==> src/rtl/mem_stage_ldx_pkg.sv <==
// Shared encodings and bus-length constants for the MEM stage and its helpers.
package mem_stage_ldx_pkg;

    localparam int unsigned DATA_W_DEF    = 32;
    localparam int unsigned RF_ADDR_W_DEF = 5;
    localparam int unsigned PC_W          = 32;
    localparam int unsigned MEMOP_W       = 3;

    localparam logic [MEMOP_W-1:0] MEMOP_LB  = 3'd0;
    localparam logic [MEMOP_W-1:0] MEMOP_LBU = 3'd1;
    localparam logic [MEMOP_W-1:0] MEMOP_LH  = 3'd2;
    localparam logic [MEMOP_W-1:0] MEMOP_LHU = 3'd3;
    localparam logic [MEMOP_W-1:0] MEMOP_LW  = 3'd4;
    localparam logic [MEMOP_W-1:0] MEMOP_LD  = 3'd5;

    // pc, alu, mul, res_from_mul, res_from_mem, mem_op, req_sent, dest, gr_we
    localparam int unsigned ES2MS_BUS_LEN =
        PC_W + 2 * DATA_W_DEF + 1 + 1 + MEMOP_W + 1 + RF_ADDR_W_DEF + 1;
    // pc, gr_we, dest, final_result
    localparam int unsigned MS2WS_BUS_LEN = PC_W + 1 + RF_ADDR_W_DEF + DATA_W_DEF;

endpackage

==> src/rtl/mem_stage_ldx_load_align_ext.sv <==
// Picks the addressed byte/half/word out of a read beat and sign/zero extends it.
module load_align_ext
    import mem_stage_ldx_pkg::*;
#(
    parameter int unsigned DATA_W = DATA_W_DEF,
    parameter int unsigned OFF_W  = (DATA_W == 64) ? 3 : 2
) (
    input  logic [DATA_W-1:0]  rdata,
    input  logic [OFF_W-1:0]   addr_lo,
    input  logic [MEMOP_W-1:0] mem_op,
    output logic [DATA_W-1:0]  data
);

    logic [DATA_W-1:0] shifted;

    assign shifted = rdata >> {addr_lo, 3'b000};

    always_comb begin
        data = shifted;
        case (mem_op)
            MEMOP_LB:  data = DATA_W'($signed(shifted[7:0]));
            MEMOP_LBU: data = DATA_W'(shifted[7:0]);
            MEMOP_LH:  data = DATA_W'($signed(shifted[15:0]));
            MEMOP_LHU: data = DATA_W'(shifted[15:0]);
            MEMOP_LW:  data = DATA_W'($signed(shifted[31:0]));
            default:   data = shifted;
        endcase
    end

endmodule

==> src/rtl/mem_stage_ldx.sv <==
// MEM stage: waits for load responses, buffers early ones, drops responses owed to flushed loads.
// Optional misaligned-load detection is enabled with `define MEM_ALE_EN.
module mem_stage_ldx
    import mem_stage_ldx_pkg::*;
#(
    parameter int unsigned DATA_W          = DATA_W_DEF,
    parameter int unsigned RF_ADDR_W       = RF_ADDR_W_DEF,
    parameter int unsigned MAX_OUTSTANDING = 3
) (
    input  logic                 clk,
    input  logic                 resetn,
    input  logic                 flush,
    input  logic                 es2ms_valid,
    output logic                 ms_allowin,
    input  logic [PC_W-1:0]      es_pc,
    input  logic [DATA_W-1:0]    es_alu_result,
    input  logic [DATA_W-1:0]    es_mul_result,
    input  logic                 es_res_from_mul,
    input  logic                 es_res_from_mem,
    input  logic [MEMOP_W-1:0]   es_mem_op,
    input  logic                 es_req_sent,
    input  logic [RF_ADDR_W-1:0] es_dest,
    input  logic                 es_gr_we,
    input  logic                 data_ok,
    input  logic [DATA_W-1:0]    data_rdata,
    input  logic                 ws_allowin,
    output logic                 ms2ws_valid,
    output logic [PC_W-1:0]      ms_pc,
    output logic                 ms_gr_we,
    output logic [RF_ADDR_W-1:0] ms_dest,
    output logic [DATA_W-1:0]    ms_final_result,
    output logic [RF_ADDR_W-1:0] ms_fwd_dest,
    output logic                 ms_fwd_ready,
    output logic [DATA_W-1:0]    ms_fwd_data
`ifdef MEM_ALE_EN
    ,
    output logic                 ms_ale,
    output logic [DATA_W-1:0]    ms_badv
`endif
);

    localparam int unsigned OFF_W = (DATA_W == 64) ? 3 : 2;
    localparam int unsigned CNT_W = 2;
    localparam logic [CNT_W-1:0] CNT_MAX = CNT_W'(MAX_OUTSTANDING);

    logic                 ms_valid;
    logic [PC_W-1:0]      pc_r;
    logic [DATA_W-1:0]    alu_r;
    logic                 res_from_mul_r;
    logic                 res_from_mem_r;
    logic [MEMOP_W-1:0]   mem_op_r;
    logic                 req_sent_r;
    logic [RF_ADDR_W-1:0] dest_r;
    logic                 gr_we_r;
    logic                 resp_buf_valid;
    logic [DATA_W-1:0]    resp_buf_data;
    logic [CNT_W-1:0]     discard_cnt;

    logic              need_resp;
    logic              resp_live;
    logic              got_resp;
    logic              ale;
    logic              ms_ready_go;
    logic              resp_drop;
    logic              flush_owed;
    logic [CNT_W-1:0]  cnt_dec;
    logic [DATA_W-1:0] load_rdata;
    logic [DATA_W-1:0] load_data;

    assign need_resp = ms_valid & req_sent_r;
    assign resp_live = data_ok & (discard_cnt == '0);
    assign got_resp  = resp_buf_valid | resp_live;

`ifdef MEM_ALE_EN
    // Misaligned loads never issued a request, so they must not wait for one.
    always_comb begin
        ale = 1'b0;
        if (ms_valid && res_from_mem_r) begin
            case (mem_op_r)
                MEMOP_LH, MEMOP_LHU: ale = alu_r[0];
                MEMOP_LW:            ale = |alu_r[1:0];
                MEMOP_LD:            ale = |alu_r[OFF_W-1:0];
                default:             ale = 1'b0;
            endcase
        end
    end
    assign ms_ale  = ale;
    assign ms_badv = ale ? alu_r : '0;
`else
    assign ale = 1'b0;
`endif

    assign ms_ready_go = ~need_resp | got_resp | ale;
    assign ms_allowin  = ~ms_valid | (ms_ready_go & ws_allowin);
    assign ms2ws_valid = ms_valid & ms_ready_go & ~flush;

    assign load_rdata = resp_buf_valid ? resp_buf_data : data_rdata;

    load_align_ext #(.DATA_W(DATA_W), .OFF_W(OFF_W)) u_align (
        .rdata   (load_rdata),
        .addr_lo (alu_r[OFF_W-1:0]),
        .mem_op  (mem_op_r),
        .data    (load_data)
    );

    assign ms_final_result = res_from_mem_r ? load_data
                           : res_from_mul_r ? es_mul_result
                           : alu_r;
    assign ms_pc        = pc_r;
    assign ms_dest      = dest_r;
    assign ms_gr_we     = ms_valid & gr_we_r & ~ale;
    assign ms_fwd_dest  = ms_gr_we ? dest_r : '0;
    assign ms_fwd_ready = ms_valid & ms_ready_go;
    assign ms_fwd_data  = ms_final_result;

    // Stale responses are retired before a flushed, still-owed request is counted.
    assign resp_drop  = data_ok & (discard_cnt != '0);
    assign flush_owed = flush & need_resp & ~got_resp;
    assign cnt_dec    = discard_cnt - CNT_W'(resp_drop);

    always_ff @(posedge clk) begin
        if (!resetn) begin
            ms_valid       <= 1'b0;
            pc_r           <= '0;
            alu_r          <= '0;
            res_from_mul_r <= 1'b0;
            res_from_mem_r <= 1'b0;
            mem_op_r       <= '0;
            req_sent_r     <= 1'b0;
            dest_r         <= '0;
            gr_we_r        <= 1'b0;
            resp_buf_valid <= 1'b0;
            resp_buf_data  <= '0;
            discard_cnt    <= '0;
        end else begin
            if (flush) begin
                ms_valid <= 1'b0;
            end else if (ms_allowin) begin
                ms_valid <= es2ms_valid;
            end

            if (es2ms_valid && ms_allowin && !flush) begin
                pc_r           <= es_pc;
                alu_r          <= es_alu_result;
                res_from_mul_r <= es_res_from_mul;
                res_from_mem_r <= es_res_from_mem;
                mem_op_r       <= es_mem_op;
                req_sent_r     <= es_req_sent;
                dest_r         <= es_dest;
                gr_we_r        <= es_gr_we;
            end

            if (flush || (ms2ws_valid && ws_allowin)) begin
                resp_buf_valid <= 1'b0;
            end else if (resp_live && need_resp && !resp_buf_valid && !ws_allowin) begin
                resp_buf_valid <= 1'b1;
                resp_buf_data  <= data_rdata;
            end

            if (flush_owed && cnt_dec != CNT_MAX) begin
                discard_cnt <= cnt_dec + CNT_W'(1);
            end else begin
                discard_cnt <= cnt_dec;
            end
        end
    end

endmodule

==> config.mk <==
export PLATFORM = sky130hd
export DESIGN_NAME = mem_stage_ldx
export DESIGN_NICKNAME = d
export VERILOG_FILES = /design/src/rtl/mem_stage_ldx_pkg.sv /design/src/rtl/mem_stage_ldx_load_align_ext.sv /design/src/rtl/mem_stage_ldx.sv
export SDC_FILE = /design/constraint.sdc
export NUM_CORES = 1
export LEC_CHECK = 0
export BUFFER_PORTS_ARGS = -buffer_cell sky130_fd_sc_hd__buf_2
export CAP_MARGIN = 20
export CORE_UTILIZATION = 39
export CTS_CLUSTER_DIAMETER = 50
export CTS_CLUSTER_SIZE = 28
export DETAILED_ROUTE_END_ITERATION = 8
export PLACE_DENSITY = 0.67
export SETUP_SLACK_MARGIN = 0.4
export SLEW_MARGIN = 20
export SYNTH_ARGS = -nofsm -noshare
export SYNTH_HDL_FRONTEND = slang
export SYNTH_SLANG_ARGS = --single-unit
==> constraint.sdc <==
create_clock -name clk -period 3.25 [get_ports clk]
set_input_delay 0.65 -clock clk [delete_from_list [all_inputs] [get_ports clk]]
set_output_delay 0.65 -clock clk [all_outputs]
set_load 0.01 [all_outputs]
======== Yosys cells after proc, flatten, opt, wreduce, memory -nomap -nowiden ========
Cells that the tools add are included.
Widths: inputs -> output; s select.
cells by class
  $add $sub $neg .......................... 2
  eq/ne operators ......................... 4
  shifts and indexed selects .............. 1
  muxes and demuxes ....................... 6
  bitwise gates (word level) .............. 18
  reductions and logical operators ........ 17
operators with widths
  cell                 number
  $pmux 32 s4          1
  $mux 32              3
  $shr 32x5->32        1
  $and 1x1->1          9
  $logic_and 1x1->1    7
  $eq 3x2->1 const B   2
  $not 1->1            6
  $mux 5               1
  $reduce_or 2->1      2
  $eq 3x1->1 const B   1
  $logic_not 1->1      3
  $logic_not 3->1      1
  $or 1x1->1           3
  $add 2x1->2 const B  1
  $logic_not 2->1      1
  $mux 2               1
  $ne 2x2->1 const B   1
  $reduce_and 2->1     1
  $reduce_bool 2->1    1
  $sub 2x1->2          1
  $logic_or 1x1->1     1
word-level totals
  register bits after elaboration ......... 112
  input bits .............................. 146
  output and inout bits ................... 110
  word-level logic and storage cells ...... 60

======== Logic depth before layout (Yosys ltp) ========
Gate-level depths: netlist of the first run.
  depth after elaboration ................. 10
  gate-level depth with buffers ........... 8
  gate-level depth less buffers ........... 7

======== Modules after synthesis ========
From an unflattened synthesis of the first run, not the netlist that was laid out.
second synthesis, totals
  cells, all modules ...................... 802
  area total of the unflattened synthesis .. 6739.0 µm²
by module, submodules not included
  module          times used  cells each  area an instance (µm²)  seq. area each (µm²)
  mem_stage_ldx   1           684         5859.4                  2242.2
  load_align_ext  1           118         879.6                   0.0

======== Worst setup path before layout of the first run ========
No wires, ideal clock.
  kind .................................... register -> output
  start ................................... register alu_r[0]
  end ..................................... output port ms_fwd_data[21]
  arrival time ............................ 1847 ps
  data required time ...................... 2600 ps
  setup slack ............................. 753 ps
  stages on the path, launching flop included .. 9
  buffers on the path ..................... 4
  cell sequence ........................... dfxtp_1 buf_2 or2_1 buf_2 o22ai_1 o211ai_2 buf_2 a41oi_1 buf_4
on the way
  longest elaborated chain between the ends .. 3
RTL lines
  element                 line                                RTL
  start, declared         mem_stage_ldx.sv:48                 logic [DATA_W-1:0] alu_r;
  start signal, assigned  mem_stage_ldx.sv:144                alu_r <= es_alu_result;
  $shr 32x5->32           mem_stage_ldx_load_align_ext.sv:16  assign shifted = rdata >> {addr_lo, 3'b000};
  $pmux 32 s4             mem_stage_ldx_load_align_ext.sv:20  case (mem_op)
  $mux 32                 mem_stage_ldx.sv:106                assign ms_final_result = res_from_mem_r ? load_data
  end, declared           mem_stage_ldx.sv:34                 output logic [DATA_W-1:0] ms_fwd_data
Every way passes these cells.

======== Worst setup path after layout of the first run ========
  start ................................... register alu_r[1]
  end ..................................... output port ms_fwd_data[8]
Same word-level chain as after synthesis.

==> qor.csv, run 1 <==
stage,metric,value,unit
run_status,status,finished clean,
synth,yosysWarningCount,0,
layout,drive_above_1_share,0.420,
route,ant_nets,0,
layout,antenna_cells,0,
power_and_ir_drop,p_total,3.27,mW
die,initial_core_util,0.402,
global_route,grt_pass1_vias,5501,
placed_design,dpl.cell_count,1158,
layout,fin_cells,1182,
sta,hold_slack,0.452,ns
sta,skew,0.00875,ns
clock_network,tritoncts,built,
critical_path,worstSetupPathType,flip-flop to output port,
placed_design,finalWeightedCongestion,0.961,
sta,setup_violations,0,
power_and_ir_drop,combPwrFrac,0.217,
power_and_ir_drop,p_int,2.26,mW
route,wl,20500,um
clock_network,holdBufCountCts,0,
clock_network,clk_pin_slew,0.07,ns
clock_network,cts.path.max_buffers,2,
clock_network,cts_made_buffers,9,
sta,max_freq,357,MHz
route,dr_total_vias,6087,
route,drtPass1Iterations,5,
synth,synth.avg_cell_area,7.98,sq um
critical_path,path_max_fanout,24,
placed_design,dpl_worst_slack,0.475,ns
synth,seq_area_frac_synth,0.365,
die,die_w,128,um
clock_network,worstSkewPairLatency,0.36,ns
die,dieArea,0.0163,sq mm
layout,syn2layout_area_growth,29.1,%
sta,rsz0062_at_grt,false,
die,std_cell_rows,45,
synth,synth_edf_count,0,
synth,synth_top_cell_by_area,dfxtp_1,
synth,synthDistinctLibCells,43,
power_and_ir_drop,p_clk_frac,0.335,
route,post_drt_wl_per_cell,17.4,um
sta,finalHoldViolCount,0,
critical_path,arrival,2.15,ns
die,io_pins,256,
die,die_h,128,um
sta,maxSlewViolCount,0,
sta,fin_crit_sh,0.863,
power_and_ir_drop,cellLeakagePower,3.24,nW
placed_design,io_buffers,255,
placed_design,detailed_place_hpwl,14900,um
power_and_ir_drop,p_sw,1.01,mW
die,core,0.0153,sq mm
power_and_ir_drop,swShare,0.308,
clock_network,clock-sinks,112,
critical_path,end_kind,output port,
route,drc,0,
route,viasPerCell,5.15,
sta,finalCriticalPeriod,2.80,ns
global_route,track_usage,0.246,
sta,slew_headroom,0.354,
synth,syn_area,0.00615,sq mm
clock_network,cts-root-buf,clkbuf_16,
critical_path,required,2.60,ns
layout,nNetsFinal,1115,
global_route,antenna_found_initial,0,
synth,async_reset_ff_frac,0,
global_route,grt_max_degree,80,
synth,ys_ff_latch,112,
global_route,grt-ovfl-total,0,
power_and_ir_drop,power_density,411,mW/mm^2
global_route,grt_pass1_wl,30600,um
synth,synth_top_area_share,0.365,
power_and_ir_drop,irDropWorstVdd,0.000192,V
synth,syn_inst,771,
layout,final_cell_area,0.00794,sq mm
critical_path,cp-start-kind,flip-flop,
synth,synth_nets,919,
placed_design,placed_area,0.00733,sq mm
synth,synthFlopType,dfxtp_1,
sta,worst_slack,0.446,ns
critical_path,reg2reg_setup_slack,1.18,ns
route,drt_iter0_markers,480,
job,drv_cap,0,
hold_path,hold_class,flip-flop to flip-flop,
synth,synthTopCellsByArea,"dfxtp_1, nand2_1, a21oi_1",
sta,tns,0,ns
sta,worst_slew_pin_slew,0.969,ns
layout,final_core_util,0.519,
clock_network,htreeDepth,3,
power_and_ir_drop,p_seq_frac,0.448,
-- layer usage --
metal	vias up	part of all wire	global-route usage
li1	3008	-	-
met1	2771	0.43	0.326
met2	279	0.46	0.398
met3	29	0.078	0.0494
met4	0	0.025	0.0879
met5	-	0	0
-- cell type report --
type | instances | area (sq um)
multi-input combinational | 555 | 3570
sequential | 112 | 2260
fill | 1571 | 7370
clock inverter | 5 | 41.3
clock buffer | 10 | 239
timing repair buffer | 283 | 1540
inverter | 6 | 25.0
tap | 211 | 264
-- critical path, cell delays in order (launching register included) --
cell and delay, ns:
dfxtp_4 0.38, buf_4 0.19, nor2b_1 0.14, a22oi_1 0.24, nand4_1 0.14, buf_6 0.22, a31oi_2 0.29, buf_2 0.19
-- cells by family (layout without fill, tap and decap cells) --
logic type / after synthesis / in the layout / share of synthesized area
XOR/XNOR: 2 / 2 / 0.00285
AO/OA/AOI/OAI: 196 / 196 / 0.206
adder cells (fa/ha/maj): 2 / 2 / 0.00407
AND/OR/NAND/NOR: 303 / 303 / 0.226
flip-flops: 112 / 112 / 0.365
buffers and inverters: 104 / 304 / 0.0976
multiplexers: 52 / 52 / 0.0989
-- final timing paths --
path,from,end,cells past startpoint
worst max-delay path,alu_r[1],ms_fwd_data[8],7
worst min-delay path,alu_r[22],alu_r[22],2
worst max register to register,discard_cnt[1],discard_cnt[1],7
worst min register to register,alu_r[22],alu_r[22],2
-- power by group through the flow --
stage	combinational, mW	sequential [mW]	clock [mW]
finish	0.710	1.46	1.09
floorplan	0.417	1.49	0
global placement	0.659	1.50	0
detailed placement	0.666	1.50	0
CTS	0.676	1.47	1.11
global route	0.778	1.47	1.17
-- Yosys cell counts, types with 2 or more instances --
| master | count |
|---|---|
| nand2_1 | 194 |
| dfxtp_1 | 112 |
| a21oi_1 | 90 |
| mux2i_1 | 45 |
| clkbuf_1 | 36 |
| nor2b_1 | 35 |
| buf_4 | 33 |
| a211oi_1 | 32 |
| nand2_2 | 30 |
| a21oi_2 | 26 |
| buf_2 | 24 |
| a41oi_1 | 16 |
| nor2_1 | 15 |
| nand2b_1 | 10 |
| a31oi_1 | 9 |
| o21ai_0 | 9 |
| o22ai_1 | 8 |
| mux4_2 | 7 |
| inv_1 | 6 |
| and3_1 | 5 |
| buf_12 | 3 |
| ha_1 | 2 |
| nand3b_1 | 2 |
| nand4_1 | 2 |
| or2_1 | 2 |
-- state kept, by name, indices dropped and copies added (netlist names) --
register,cells
ms_pc,32
req_sent_r,1
alu_r,32
mem_op_r,3
res_from_mem_r,1
res_from_mul_r,1
resp_buf_data,32
ms_dest,5
discard_cnt,2
resp_buf_valid,1
ms_valid,1
gr_we_r,1
-- layout by cell type, fill, tap and decap left out, drive strengths merged, types with 2 or more instances in the layout --
| cell type | netlist | final |
|---|---|---|
| or2 | 2 | 2 |
| nand3b | 2 | 2 |
| nor2 | 15 | 15 |
| mux2i | 45 | 45 |
| mux4 | 7 | 7 |
| ha | 2 | 2 |
| buf | 62 | 283 |
| inv | 6 | 8 |
| nand2 | 224 | 224 |
| nand2b | 10 | 10 |
| o21ai | 9 | 9 |
| a41oi | 16 | 16 |
| nor2b | 35 | 35 |
| clkbuf | 36 | 10 |
| and3 | 5 | 5 |
| dfxtp | 112 | 112 |
| a21oi | 116 | 116 |
| o22ai | 8 | 8 |
| a211oi | 32 | 32 |
| clkinv | 0 | 2 |
| a31oi | 9 | 9 |
| nand4 | 2 | 2 |
-- what timing repair did --
item | 4_1_cts | 5_1_grt
buffers inserted | 0 | 8
gates resized for setup | 15 | 39
cloned | 0 | 1
endpoints found under the setup margin | 62 | 62
pin swaps | 0 | 1
No activity file was read; power rests on OpenSTA's default activity.
==> run 2, diff against run 1 <==
--- a/config.mk
+++ b/config.mk
@@ -5,7 +5,7 @@
 export SDC_FILE = /design/constraint.sdc
 export NUM_CORES = 1
 export LEC_CHECK = 0
-export BUFFER_PORTS_ARGS = -buffer_cell sky130_fd_sc_hd__buf_2
+export BUFFER_PORTS_ARGS = -buffer_cell sky130_fd_sc_hd__buf_4
 export CAP_MARGIN = 20
 export CORE_UTILIZATION = 39
 export CTS_CLUSTER_DIAMETER = 50
@@ -17,3 +17,4 @@
 export SYNTH_ARGS = -nofsm -noshare
 export SYNTH_HDL_FRONTEND = slang
 export SYNTH_SLANG_ARGS = --single-unit
+export TNS_END_PERCENT = 10
==> qor.csv, run 2 (synthesized netlist as in run 1, its figures left out) <==
stage,metric,value,unit
run_status,status,finished clean,
route,dr_total_vias,6082,
critical_path,arrival,2.20,ns
critical_path,cpMaxStageDelayCell,dfxtp_4,
route,post_drt_wl_per_cell,17.5,um
sta,hold_slack,0.449,ns
hold_path,hold_class,flip-flop to flip-flop,
power_and_ir_drop,p_total,3.42,mW
sta,skew,0.00445,ns
power_and_ir_drop,power_density,405,mW/mm^2
route,drt_iter0_markers,514,
die,initial_core_util,0.402,
critical_path,cp.depth,6,
route,drtPass1Iterations,5,
layout,final_common_cell,buf_4,
critical_path,path_max_fanout,12,
critical_path,worstSetupPathType,flip-flop to output port,
layout,fin_cells,1176,
global_route,track_usage,0.250,
critical_path,critPathTopFamily,compound AO/OA/AOI/OAI gates,
die,die_w,128,um
sta,fin_crit_sh,0.876,
die,io_pins,256,
clock_network,cts_made_buffers,9,
hold_path,whs_path_depth,2,
sta,maxSlewViolCount,0,
clock_network,cts.path.max_buffers,2,
placed_design,dpl.cell_count,1158,
route,wl,20600,um
critical_path,crit_buf_inv,2,
placed_design,io_buffers,255,
die,std_cell_rows,45,
sta,worst_slew_pin_slew,0.690,ns
layout,final_core_util,0.552,
sta,slew_headroom,0.540,
global_route,grt-ovfl-total,0,
power_and_ir_drop,cellLeakagePower,3.34,nW
placed_design,dpl_worst_slack,0.479,ns
die,die_h,128,um
global_route,grt_pass1_vias,5540,
clock_network,tritoncts,built,
route,drc,0,
die,dieArea,0.0163,sq mm
placed_design,finalWeightedCongestion,0.904,
layout,final_cell_area,0.00845,sq mm
route,ant_nets,0,
die,core,0.0153,sq mm
placed_design,detailed_place_hpwl,15100,um
global_route,grt_pass1_wl,30900,um
sta,finalHoldViolCount,0,
power_and_ir_drop,irDropWorstVdd,0.000230,V
sta,finalCriticalPeriod,2.85,ns
layout,regArea,0.00225,sq mm
critical_path,cp-start-kind,flip-flop,
sta,worst_slack,0.404,ns
layout,syn2layout_area_growth,37.3,%
layout,nNetsFinal,1107,
clock_network,htreeDepth,3,
layout,multi_input_area,0.00348,sq mm
clock_network,cts-root-buf,clkbuf_16,
placed_design,placed_area,0.00798,sq mm
job,drv_cap,0,
layout,mostFrequentLayoutCells,"buf_4, nand2_1, dfxtp_1",
global_route,grt_max_degree,77,
sta,tns,0,ns
global_route,antenna_found_initial,1,
clock_network,clock-sinks,112,
critical_path,reg2reg_depth,6,
sta,rsz0062_at_grt,true,
critical_path,critPathMaxStageDelay,0.48,ns
layout,nFillCells,1491,
clock_network,worstSkewPairLatency,0.36,ns
sta,max_freq,351,MHz
critical_path,end_kind,output port,
route,viasPerCell,5.17,
clock_network,clk_pin_slew,0.07,ns
critical_path,crit_path_cell_trace,buf_6 > mux2i_1 > o22ai_1 > o21ai_0 > a31oi_2 > buf_4,
critical_path,required,2.60,ns
sta,setup_violations,0,
layout,drive_above_1_share,0.401,
-- run 2: timing repair --
action                     4_1_cts  5_1_grt
gates resized for setup         16       14
hold buffers                     0        0
buffers inserted                 1        0
cloned                           0        0
setup endpoints to repair       64       52
-- run 2: power breakdown --
part           internal, mW  switching (mW)
clock                 0.612           0.547
combinational         0.390           0.408
sequential             1.42          0.0458
total                  2.42            1.00
-- run 2: per-layer routing --
layer  GRT usage  up-vias  wire [um]
met5           0        -          0
met4      0.0830        0        386
met3      0.0586       27       1780
met2       0.414      273       9610
met1       0.319     2788       8790
li1            -     2994          -
-- run 2: worst paths after layout --
check                               startpoint                 to  slack (ns)
worst max-delay path            resp_buf_valid     ms_fwd_data[8]        0.40
worst min-delay path                  alu_r[4]           alu_r[4]        0.45
worst max register to register  resp_buf_valid  resp_buf_data[24]        1.08
worst min register to register        alu_r[4]           alu_r[4]        0.45
-- run 2: tightest hold or removal path, delay by kind of cell, from the launching register on --
kind / cells / cell delay, ns
AOI/OAI and AO/OA: 1 / 0.05
DFF: 1 / 0.31
and+or+nand+nor: 1 / 0.05
-- run 2: area by class of cell --
cell class | count | area share
clock buffers | 10 | 0.0271
well taps | 211 | 0.0312
flip-flops and latches | 112 | 0.267
repair buffers | 275 | 0.251
clock inverters | 6 | 0.00903
diodes | 1 | 0.000296
multi-input cells | 555 | 0.412
inverters | 6 | 0.00296
